**src/rtl/cmd_tx_if.sv**
```systemverilog
// cmd_tx_if -- bundle between the command requesters and cmd_tx_scheduler.
//   req_key/key_data : keypad request pulse and its command byte
//   req_spd/spd_data : speed-entry request pulse and its command byte
//   data/senddata    : frame byte and transmit strobe toward the transmitter
//   ack_key/ack_spd  : one-cycle grant pulses back to the requesters
//   busy, ovr_cnt    : scheduler status
// master = requester/monitor side, slave = scheduler side.
interface cmd_tx_if;
    logic       req_key;
    logic [7:0] key_data;
    logic       req_spd;
    logic [7:0] spd_data;
    logic [7:0] data;
    logic       senddata;
    logic       ack_key;
    logic       ack_spd;
    logic       busy;
    logic [3:0] ovr_cnt;

    modport master (
        output req_key, key_data, req_spd, spd_data,
        input  data, senddata, ack_key, ack_spd, busy, ovr_cnt
    );

    modport slave (
        input  req_key, key_data, req_spd, spd_data,
        output data, senddata, ack_key, ack_spd, busy, ovr_cnt
    );
endinterface

```
**src/rtl/cmd_tx_scheduler.sv**
```systemverilog
// cmd_tx_scheduler -- arbitrates two one-entry command queues (keypad, speed)
// onto a single strobed transmit link.
//   clk_100k : system clock, rising edge
//   rst      : asynchronous active-high reset
//   bus      : cmd_tx_if.slave (requests in; data/senddata/acks/busy/ovr_cnt out)
// Each frame holds senddata high for HOLD cycles, followed by GAP low cycles.
// Round-robin between requesters; after a speed frame (data[7:6]==01) the last
// sent 001xxxxx byte is replayed (no ack) before anything else.
// Optional macro CMD_TX_SCHEDULER_KEEPALIVE_EN: resend the last byte after
// KEEPALIVE idle cycles with nothing pending.
module cmd_tx_scheduler #(
    parameter int HOLD      = 30,
    parameter int GAP       = 10,
    parameter int KEEPALIVE = 2000
) (
    input logic     clk_100k,
    input logic     rst,
    cmd_tx_if.slave bus
);
    localparam int CW = $clog2(((HOLD > GAP) ? HOLD : GAP) + 1);

    if (HOLD < 1 || GAP < 1 || KEEPALIVE < 1) begin : g_bad_param
        $error("cmd_tx_scheduler: HOLD, GAP and KEEPALIVE must be >= 1");
    end

    typedef enum logic [1:0] {S_IDLE, S_SEND, S_GAP} state_t;

    state_t        state;
    logic [CW-1:0] cnt;
    logic          key_vld, spd_vld;
    logic [7:0]    key_byte, spd_byte;
    logic          last_spd;    // last requester grant went to speed
    logic          rest_vld;    // a 001xxxxx byte has been sent
    logic [7:0]    rest_byte;
    logic          rest_pend;   // replay owed after a speed frame

`ifdef CMD_TX_SCHEDULER_KEEPALIVE_EN
    localparam int KW = $clog2(KEEPALIVE + 1);
    logic [KW-1:0] idle_cnt;
    logic          sent_any;
`endif

    logic       gnt_key, gnt_spd, gnt_rest, gnt_ka, launch;
    logic [7:0] launch_byte;

    always_comb begin
        gnt_key  = 1'b0;
        gnt_spd  = 1'b0;
        gnt_rest = 1'b0;
        gnt_ka   = 1'b0;
        if (state == S_IDLE) begin
            if (rest_pend)
                gnt_rest = 1'b1;
            else if (key_vld && spd_vld) begin
                gnt_key = last_spd;
                gnt_spd = !last_spd;
            end else if (key_vld)
                gnt_key = 1'b1;
            else if (spd_vld)
                gnt_spd = 1'b1;
`ifdef CMD_TX_SCHEDULER_KEEPALIVE_EN
            else if (sent_any && idle_cnt == KW'(KEEPALIVE - 1))
                gnt_ka = 1'b1;
`endif
        end
        launch = gnt_key | gnt_spd | gnt_rest | gnt_ka;
        // keepalive replays whatever is still on the data lines
        launch_byte = gnt_key  ? key_byte  :
                      gnt_spd  ? spd_byte  :
                      gnt_rest ? rest_byte : bus.data;
    end

    always_ff @(posedge clk_100k or posedge rst) begin
        if (rst) begin
            state        <= S_IDLE;
            cnt          <= '0;
            bus.data     <= '0;
            bus.senddata <= 1'b0;
            bus.ack_key  <= 1'b0;
            bus.ack_spd  <= 1'b0;
            bus.busy     <= 1'b0;
            last_spd     <= 1'b1;
            rest_vld     <= 1'b0;
            rest_byte    <= '0;
            rest_pend    <= 1'b0;
`ifdef CMD_TX_SCHEDULER_KEEPALIVE_EN
            idle_cnt     <= '0;
            sent_any     <= 1'b0;
`endif
        end else begin
            bus.ack_key <= gnt_key;
            bus.ack_spd <= gnt_spd;
            case (state)
                S_IDLE: begin
                    if (launch) begin
                        bus.data     <= launch_byte;
                        bus.senddata <= 1'b1;
                        bus.busy     <= 1'b1;
                        cnt          <= '0;
                        state        <= S_SEND;
                        if (gnt_key) last_spd <= 1'b0;
                        if (gnt_spd) last_spd <= 1'b1;
                        if (gnt_rest)
                            rest_pend <= 1'b0;
                        else if (launch_byte[7:6] == 2'b01)
                            rest_pend <= rest_vld;
                        if (launch_byte[7:5] == 3'b001) begin
                            rest_vld  <= 1'b1;
                            rest_byte <= launch_byte;
                        end
`ifdef CMD_TX_SCHEDULER_KEEPALIVE_EN
                        sent_any <= 1'b1;
                        idle_cnt <= '0;
                    end else if (idle_cnt != KW'(KEEPALIVE - 1)) begin
                        idle_cnt <= idle_cnt + 1'b1;
`endif
                    end
                end
                S_SEND: begin
                    if (cnt == CW'(HOLD - 1)) begin
                        bus.senddata <= 1'b0;
                        cnt          <= '0;
                        // the IDLE decision cycle is the last low cycle of the gap
                        if (GAP == 1) begin
                            state    <= S_IDLE;
                            bus.busy <= 1'b0;
                        end else begin
                            state <= S_GAP;
                        end
                    end else begin
                        cnt <= cnt + 1'b1;
                    end
                end
                S_GAP: begin
                    if (cnt == CW'(GAP - 2)) begin
                        state    <= S_IDLE;
                        bus.busy <= 1'b0;
                        cnt      <= '0;
                    end else begin
                        cnt <= cnt + 1'b1;
                    end
                end
                default: state <= S_IDLE;
            endcase
        end
    end

    // Pending entries: a grant clears the flag, a req on the same edge refills
    // it without counting as an overwrite.
    logic       ovr_key, ovr_spd;
    logic [4:0] ovr_sum;

    always_comb begin
        ovr_key = bus.req_key && key_vld && !gnt_key;
        ovr_spd = bus.req_spd && spd_vld && !gnt_spd;
        ovr_sum = {1'b0, bus.ovr_cnt} + {4'd0, ovr_key} + {4'd0, ovr_spd};
    end

    always_ff @(posedge clk_100k or posedge rst) begin
        if (rst) begin
            key_vld     <= 1'b0;
            key_byte    <= '0;
            spd_vld     <= 1'b0;
            spd_byte    <= '0;
            bus.ovr_cnt <= '0;
        end else begin
            if (gnt_key) key_vld <= 1'b0;
            if (gnt_spd) spd_vld <= 1'b0;
            if (bus.req_key) begin
                key_vld  <= 1'b1;
                key_byte <= bus.key_data;
            end
            if (bus.req_spd) begin
                spd_vld  <= 1'b1;
                spd_byte <= bus.spd_data;
            end
            bus.ovr_cnt <= (ovr_sum > 5'd15) ? 4'hF : ovr_sum[3:0];
        end
    end
endmodule

```
**src/flat_wrapper.sv**
```systemverilog
// flat-port wrapper written by rule: the top's interface ports become plain ports
module cmd_tx_scheduler_flat 
#(
    parameter int HOLD      = 30,
    parameter int GAP       = 10,
    parameter int KEEPALIVE = 2000
)
  (clk_100k, rst, bus_req_key, bus_key_data, bus_req_spd, bus_spd_data, bus_data, bus_senddata, bus_ack_key, bus_ack_spd, bus_busy, bus_ovr_cnt);
  cmd_tx_if bus_i ();
  input logic clk_100k;
  input logic rst;
  input wire logic [$bits(bus_i.req_key)-1:0] bus_req_key;
  input wire logic [$bits(bus_i.key_data)-1:0] bus_key_data;
  input wire logic [$bits(bus_i.req_spd)-1:0] bus_req_spd;
  input wire logic [$bits(bus_i.spd_data)-1:0] bus_spd_data;
  output wire logic [$bits(bus_i.data)-1:0] bus_data;
  output wire logic [$bits(bus_i.senddata)-1:0] bus_senddata;
  output wire logic [$bits(bus_i.ack_key)-1:0] bus_ack_key;
  output wire logic [$bits(bus_i.ack_spd)-1:0] bus_ack_spd;
  output wire logic [$bits(bus_i.busy)-1:0] bus_busy;
  output wire logic [$bits(bus_i.ovr_cnt)-1:0] bus_ovr_cnt;
  assign bus_i.req_key = bus_req_key;
  assign bus_i.key_data = bus_key_data;
  assign bus_i.req_spd = bus_req_spd;
  assign bus_i.spd_data = bus_spd_data;
  assign bus_data = bus_i.data;
  assign bus_senddata = bus_i.senddata;
  assign bus_ack_key = bus_i.ack_key;
  assign bus_ack_spd = bus_i.ack_spd;
  assign bus_busy = bus_i.busy;
  assign bus_ovr_cnt = bus_i.ovr_cnt;
  cmd_tx_scheduler #(.HOLD(HOLD), .GAP(GAP), .KEEPALIVE(KEEPALIVE)) u_core (.clk_100k(clk_100k), .rst(rst), .bus(bus_i));
endmodule
```
**config.mk**
```make
export PLATFORM = sky130hd
export DESIGN_NAME = cmd_tx_scheduler_flat
export DESIGN_NICKNAME = d
export VERILOG_FILES = /design/src/rtl/cmd_tx_if.sv /design/src/rtl/cmd_tx_scheduler.sv /design/src/flat_wrapper.sv
export SDC_FILE = /design/constraint.sdc
export NUM_CORES = 1
export LEC_CHECK = 0
export ABC_AREA = 1
export ABC_CLOCK_PERIOD_IN_PS = 4100
export BUFFER_PORTS_ARGS = -buffer_cell sky130_fd_sc_hd__buf_2
export CAP_MARGIN = 30
export CORE_UTILIZATION = 25
export CTS_BUF_LIST = sky130_fd_sc_hd__clkbuf_4 sky130_fd_sc_hd__clkbuf_8
export DETAILED_ROUTE_END_ITERATION = 10
export PLACE_DENSITY_LB_ADDON = 0.25
export SLEW_MARGIN = 20
export SYNTH_ARGS = -nofsm -noshare
export SYNTH_HDL_FRONTEND = slang
export SYNTH_SLANG_ARGS = --single-unit
export TNS_END_PERCENT = 10
```
**constraint.sdc**
```tcl
create_clock -name clk_100k -period 4.1 [get_ports clk_100k]
set_clock_uncertainty 0.2 [all_clocks]
set_input_delay 0.82 -clock clk_100k [delete_from_list [all_inputs] [get_ports clk_100k]]
set_output_delay 0.82 -clock clk_100k [all_outputs]
set_load 0.05 [all_outputs]
```
======== Word level (Yosys, flattened, before mapping) ========
Cells that the tools add are included.
word-level totals
  output and inout port bits .............. 16
  bits in latches ......................... 0
  logic and storage cells ................. 90
  memories ................................ 0
  input bits .............................. 20
  bits in read-only memories .............. 0
  RAM bits ................................ 0
  flip-flop bits (word level) ............. 52
operators by class
  mux-type cells .......................... 35
  bitwise logic cells ..................... 2
  eq/ne operators ......................... 9
  add/subtract/negate cells ............... 3
  reduce and logical (&&, ||, !) cells .... 24
  div/mod/pow operators ................... 0
  magnitude comparators ................... 1
  shift operators ......................... 0
  multipliers ............................. 0
operators by type and width
  kind                                                                     count
  8-bit 2-to-1 mux                                                         3
  1-bit 2-to-1 mux                                                         21
  3-bit AND reduction                                                      6
  5-bit 2-to-1 mux                                                         3
  5-bit one-hot mux with 3 select lines                                    1
  2-bit nonzero test                                                       6
  2-bit 2-to-1 mux                                                         3
  2-bit by 1-bit inequality test with 1-bit output, second input constant  3
  2-bit one-hot mux with 3 select lines                                    1
  4-bit by 1-bit adder with 5-bit output                                   1
  5-bit by 1-bit adder with 5-bit output                                   1
  5-bit by 1-bit adder with 5-bit output, second input constant            1
  5-bit by 4-bit equality test with 1-bit output, second input constant    1
  5-bit equality test, second input constant                               1
  5-bit by 4-bit > comparator with 1-bit output, second input constant     1
  1-bit logical AND                                                        5
  2-bit by 1-bit equality test with 1-bit output, second input constant    2
  4-bit 2-to-1 mux                                                         1
  1-bit one-hot mux with 2 select lines                                    2
  2-bit AND reduction                                                      2
  3-bit by 1-bit equality test with 1-bit output, second input constant    1
  1-bit zero test                                                          3
  3-bit nonzero test                                                       1
  2-bit equality test, second input constant                               1
  2 further kinds                                                          3

======== Depth between registers and ports, before layout ========
  depth after elaboration ................. 10
  gate-level depth with buffers ........... 15

======== Least setup slack after synthesis ========
OpenSTA, ideal clock, no wires.
  path type ............................... register to register
  start ................................... register u_core.state[0]
  end ..................................... register u_core.bus.ovr_cnt[2]
  path slack .............................. 1.713 ns
  path buffers ............................ 2
  clock period less this slack ............ 2.387 ns
  stages on the path, launching flop included .. 16
  arrival time ............................ 2.104 ns
  path through ............................ dfrtp_1 -> inv_1 -> ha_1 -> buf_6 -> inv_2 -> nor2_4 -> nand3_2 -> buf_2 -> nand3_1 -> fa_1 -> inv_1 -> ha_1 -> nand2_1 -> inv_1 -> nand2_1 -> o21ai_0
on the way
  longest elaborated chain between the ends .. 8
RTL lines
  item                                           RTL line                 source
  start: declaration                             cmd_tx_scheduler.sv:28   state_t state;
  start signal: assignment                       cmd_tx_scheduler.sv:75   state <= S_IDLE;
  start signal: assignment                       cmd_tx_scheduler.sv:100  state <= S_SEND;
  start signal: assignment                       cmd_tx_scheduler.sv:125  state <= S_IDLE;
  2-bit zero test (*)                            cmd_tx_scheduler.sv:51   if (state == S_IDLE) begin
  1-bit 2-to-1 mux                               cmd_tx_scheduler.sv:51
  1-bit zero test                                cmd_tx_scheduler.sv:154  ovr_key = bus.req_key && key_vld && !gnt_key;
  1-bit logical AND                              cmd_tx_scheduler.sv:154
  4-bit by 1-bit adder with 5-bit output         cmd_tx_scheduler.sv:156  ovr_sum = {1'b0, bus.ovr_cnt} + {4'd0, ovr_key} + {4'd0, ovr_spd};
  5-bit by 1-bit adder with 5-bit output (*)     cmd_tx_scheduler.sv:156
  5-bit by 4-bit > comparator with 1-bit output  cmd_tx_scheduler.sv:177  bus.ovr_cnt <= (ovr_sum > 5'd15) ? 4'hF : ovr_sum[3:0];
  4-bit 2-to-1 mux (*)                           cmd_tx_scheduler.sv:177
  end signal: assignment                         cmd_tx_scheduler.sv:177
  end: declaration                               cmd_tx_if.sv:27          output data, senddata, ack_key, ack_spd, busy, ovr_cnt
Mark *: on every way between the ends. The rest lies on a longest branch, timed or not.
A chain may end at the register's enable or synchronous reset.

======== Final worst setup path ========
Same ends and word-level chain as after synthesis.

==> results_dict.tcl <==
set metrics [dict create \
    status "finished, final reports clean" \
    htree_levels 2 \
    cts_sinks 52 \
    internal_power_uw 766 \
    drtIter0Drc 100 \
    synth.net_count 337 \
    holdWs_ps 238 \
    antenna_left 0 \
    syn_avg_cell_area_um2 8.36 \
    r2r_setup_slack_ps 1470 \
    power_frac_comb 0.237 \
    clk_path_buf_depth 2 \
    tightest_slew_ps 455 \
    synth_top_area_share 0.496 \
    core_mm2 0.00986 \
    rsz0062_at_grt "no" \
    synth_top_area_cell "dfrtp_1" \
    placed_area_mm2 0.00287 \
    final.fill_count 1067 \
    grt_pass1_vias 1879 \
    instances_no_fill 479 \
    criticalPathCategory "register to register" \
    wl_per_cell_um 11.4 \
    rows 36 \
    cp.required_ps 4080 \
    peakVddDrop_mv 0.216 \
    synth_area_leaders "dfrtp_1 50%, nand2_1 14%, inv_1 6.4%" \
    multi_input_area_mm2 0.00104 \
    syn2layout_area_growth_pct 15.9 \
    synth_area_mm2 0.00257 \
    tns_ps 0 \
    yosys_warnings 0 \
    nets 374 \
    arrival_ps 2620 \
    r2r_cells 13 \
    overflow 0 \
    viasPerCell 4.23 \
    p_sw_frac 0.346 \
    met1_usage 0.168 \
    synth.distinct_cells 29 \
    io_pins 36 \
    first_pass_iters 4 \
    hold_buffers 0 \
    startpoint_type "register" \
    endpoint "u_core.bus.ovr_cnt[2]" \
    relSlewSlack 0.696 \
    fin_crit_ps 2630 \
    p_sw_uw 406 \
    grtUsageMet2 0.165 \
    grtUsageTotal 0.113 \
    cts_tree "built" \
    grtUsageMet3 0.0188 \
    grt_pass1_wl_um 9280 \
    clock_latency_ps 310 \
    ys_ff_latch 52 \
    grt_most_used_layer "met1" \
    die_height_um 103 \
    timing.final.crit_share 0.643 \
    drive_above_1_share 0.182 \
    clock_power_share 0.256 \
    cpPeakStageDelay_ps 390 \
    setup_viol_count_final 0 \
    fin_area_mm2 0.00298 \
    die_area_mm2 0.0107 \
    clk_pin_slew_worst_paths_ps 90 \
    fmax_mhz 380 \
    worst_r2r_endpoint "u_core.bus.ovr_cnt[2]" \
    leakagePower_nw 1.63 \
    routed_wl_um 5480 \
    p_per_area_mw_per_mm2 393 \
    dp.cells 470 \
    dp_hpwl_um 4150 \
    clockRootBuffer "clkbuf_8" \
    antenna_cells 0 \
    start_util 0.261 \
    vias 2026 \
    postCtsSetupRepairBufs 0 \
    seq_area_mm2 0.00130 \
    path_common_cell "inv_1" \
    crit_path_end_kind "register" \
    synthCells 308 \
    cts_resized 0 \
    timing.critical_path.from "u_core.state[0]" \
    die_w_um 103 \
    final_common_cell "nand2_1" \
    power_mw 1.17 \
    r2r_start "u_core.state[0]" \
    fin_util 0.303 \
    mostFrequentLayoutCells "97 x nand2_1, 51 x dfrtp_1, 43 x inv_1" \
    hp-class "primary input to async pin" \
    layout_setup_ws_ps 1470 \
    max_cap_violations 0 \
    post-place-ws_ps 1440 \
    gp_congestion 0.792 \
    io_buffers 35 \
    drc 0 \
    yosysSeqAreaShare 0.506 \
    critPathMaxFanout 13 \
    antenna_found_initial 0 \
    cts_buffers 5 \
    hold_viol_final 0 \
    worst-path-stages 13 \
    grt_max_degree 41 \
    slew_violations 0 \
    worst-path-buf-inv 4 \
    path_cells "inv_1 > ha_1 > inv_2 > nor2_4 > nand3_2 > nand3_1 > fa_1 > inv_1 > ha_1 > nand2_1 > inv_1 > nand2_1 > o21ai_0" \
    power.share.sequential 0.507 \
    critPathTopFamily "simple AND/OR/NAND/NOR gates" \
    cp_slowest_cell "dfrtp_1" \
]
sequential cells by signal, summed over array words and instances, names as in the netlist, 2 cells and up:
| register | flops |
|---|---|
| u_core.bus.data | 8 |
| u_core.bus.ovr_cnt | 4 |
| u_core.state | 2 |
| u_core.spd_byte | 8 |
| u_core.cnt | 5 |
| u_core.key_byte | 8 |
| u_core.rest_byte | 8 |
final cells by class:
| type | count | share of cell area |
|---|---|---|
| Sequential cell | 52 | 0.436 |
| Clock inverter | 2 | 0.00545 |
| Timing Repair Buffer | 37 | 0.0679 |
| Multi-Input combinational cell | 201 | 0.348 |
| Inverter | 48 | 0.0604 |
| Tap cell | 133 | 0.0558 |
| Clock buffer | 6 | 0.0256 |
kinds of logic (layout without fill, tap and decap cells):
family | after synthesis | after routing | share of synthesized area
buffers and inverters | 55 | 93 | 0.0899
muxes | 2 | 2 | 0.00875
xor gates and xnor gates | 2 | 2 | 0.00681
adders and majority gates | 9 | 9 | 0.0467
and+or+nand+nor | 154 | 154 | 0.269
DFF | 52 | 52 | 0.506
AOI/OAI and AO/OA | 34 | 34 | 0.0724
power groups by stage:
stage               Sequential, mW  Clock [mW]  Combinational (mW)
global route                 0.602       0.336               0.311
detailed placement           0.607           0               0.278
CTS                          0.596       0.319               0.280
floorplan                    0.698           0               0.108
finish                       0.595       0.300               0.277
global placement             0.606           0               0.278
synthesized netlist by cell type (all sizes together):
library cell,instances
a21oi,4
a22oi,1
buf,5
clkbuf,2
dfrtp,51
dfstp,1
fa,1
ha,8
inv,48
mux2,2
nand2,99
nand3,27
nand4,9
nor2,18
nor3,1
o21a,1
o21ai,25
o21bai,1
o31ai,2
xor2,2
how the worst min path moves through the flow:
| stage | startpoint | end | slack, ps | cells after the start |
|---|---|---|---|---|
| final | rst | u_core.rest_byte[0] | 240 | 2 |
| after global routing | rst | u_core.rest_byte[0] | 240 | 2 |
| after CTS | u_core.rest_byte[5] | u_core.rest_byte[5] | 270 | 2 |
| after detailed placement | u_core.rest_byte[5] | u_core.rest_byte[5] | 240 | 2 |
| after global placement | u_core.rest_byte[5] | u_core.rest_byte[5] | 240 | 2 |
| after floorplan | u_core.rest_vld | u_core.rest_vld | 220 | 2 |
layer usage:
layer | share of wire | up-vias
met5 | 0 | -
met3 | 0.043 | 6
met4 | 0.014 | 0
met1 | 0.52 | 938
met2 | 0.43 | 37
li1 | - | 1045
No activity file was read; power rests on OpenSTA's default activity.
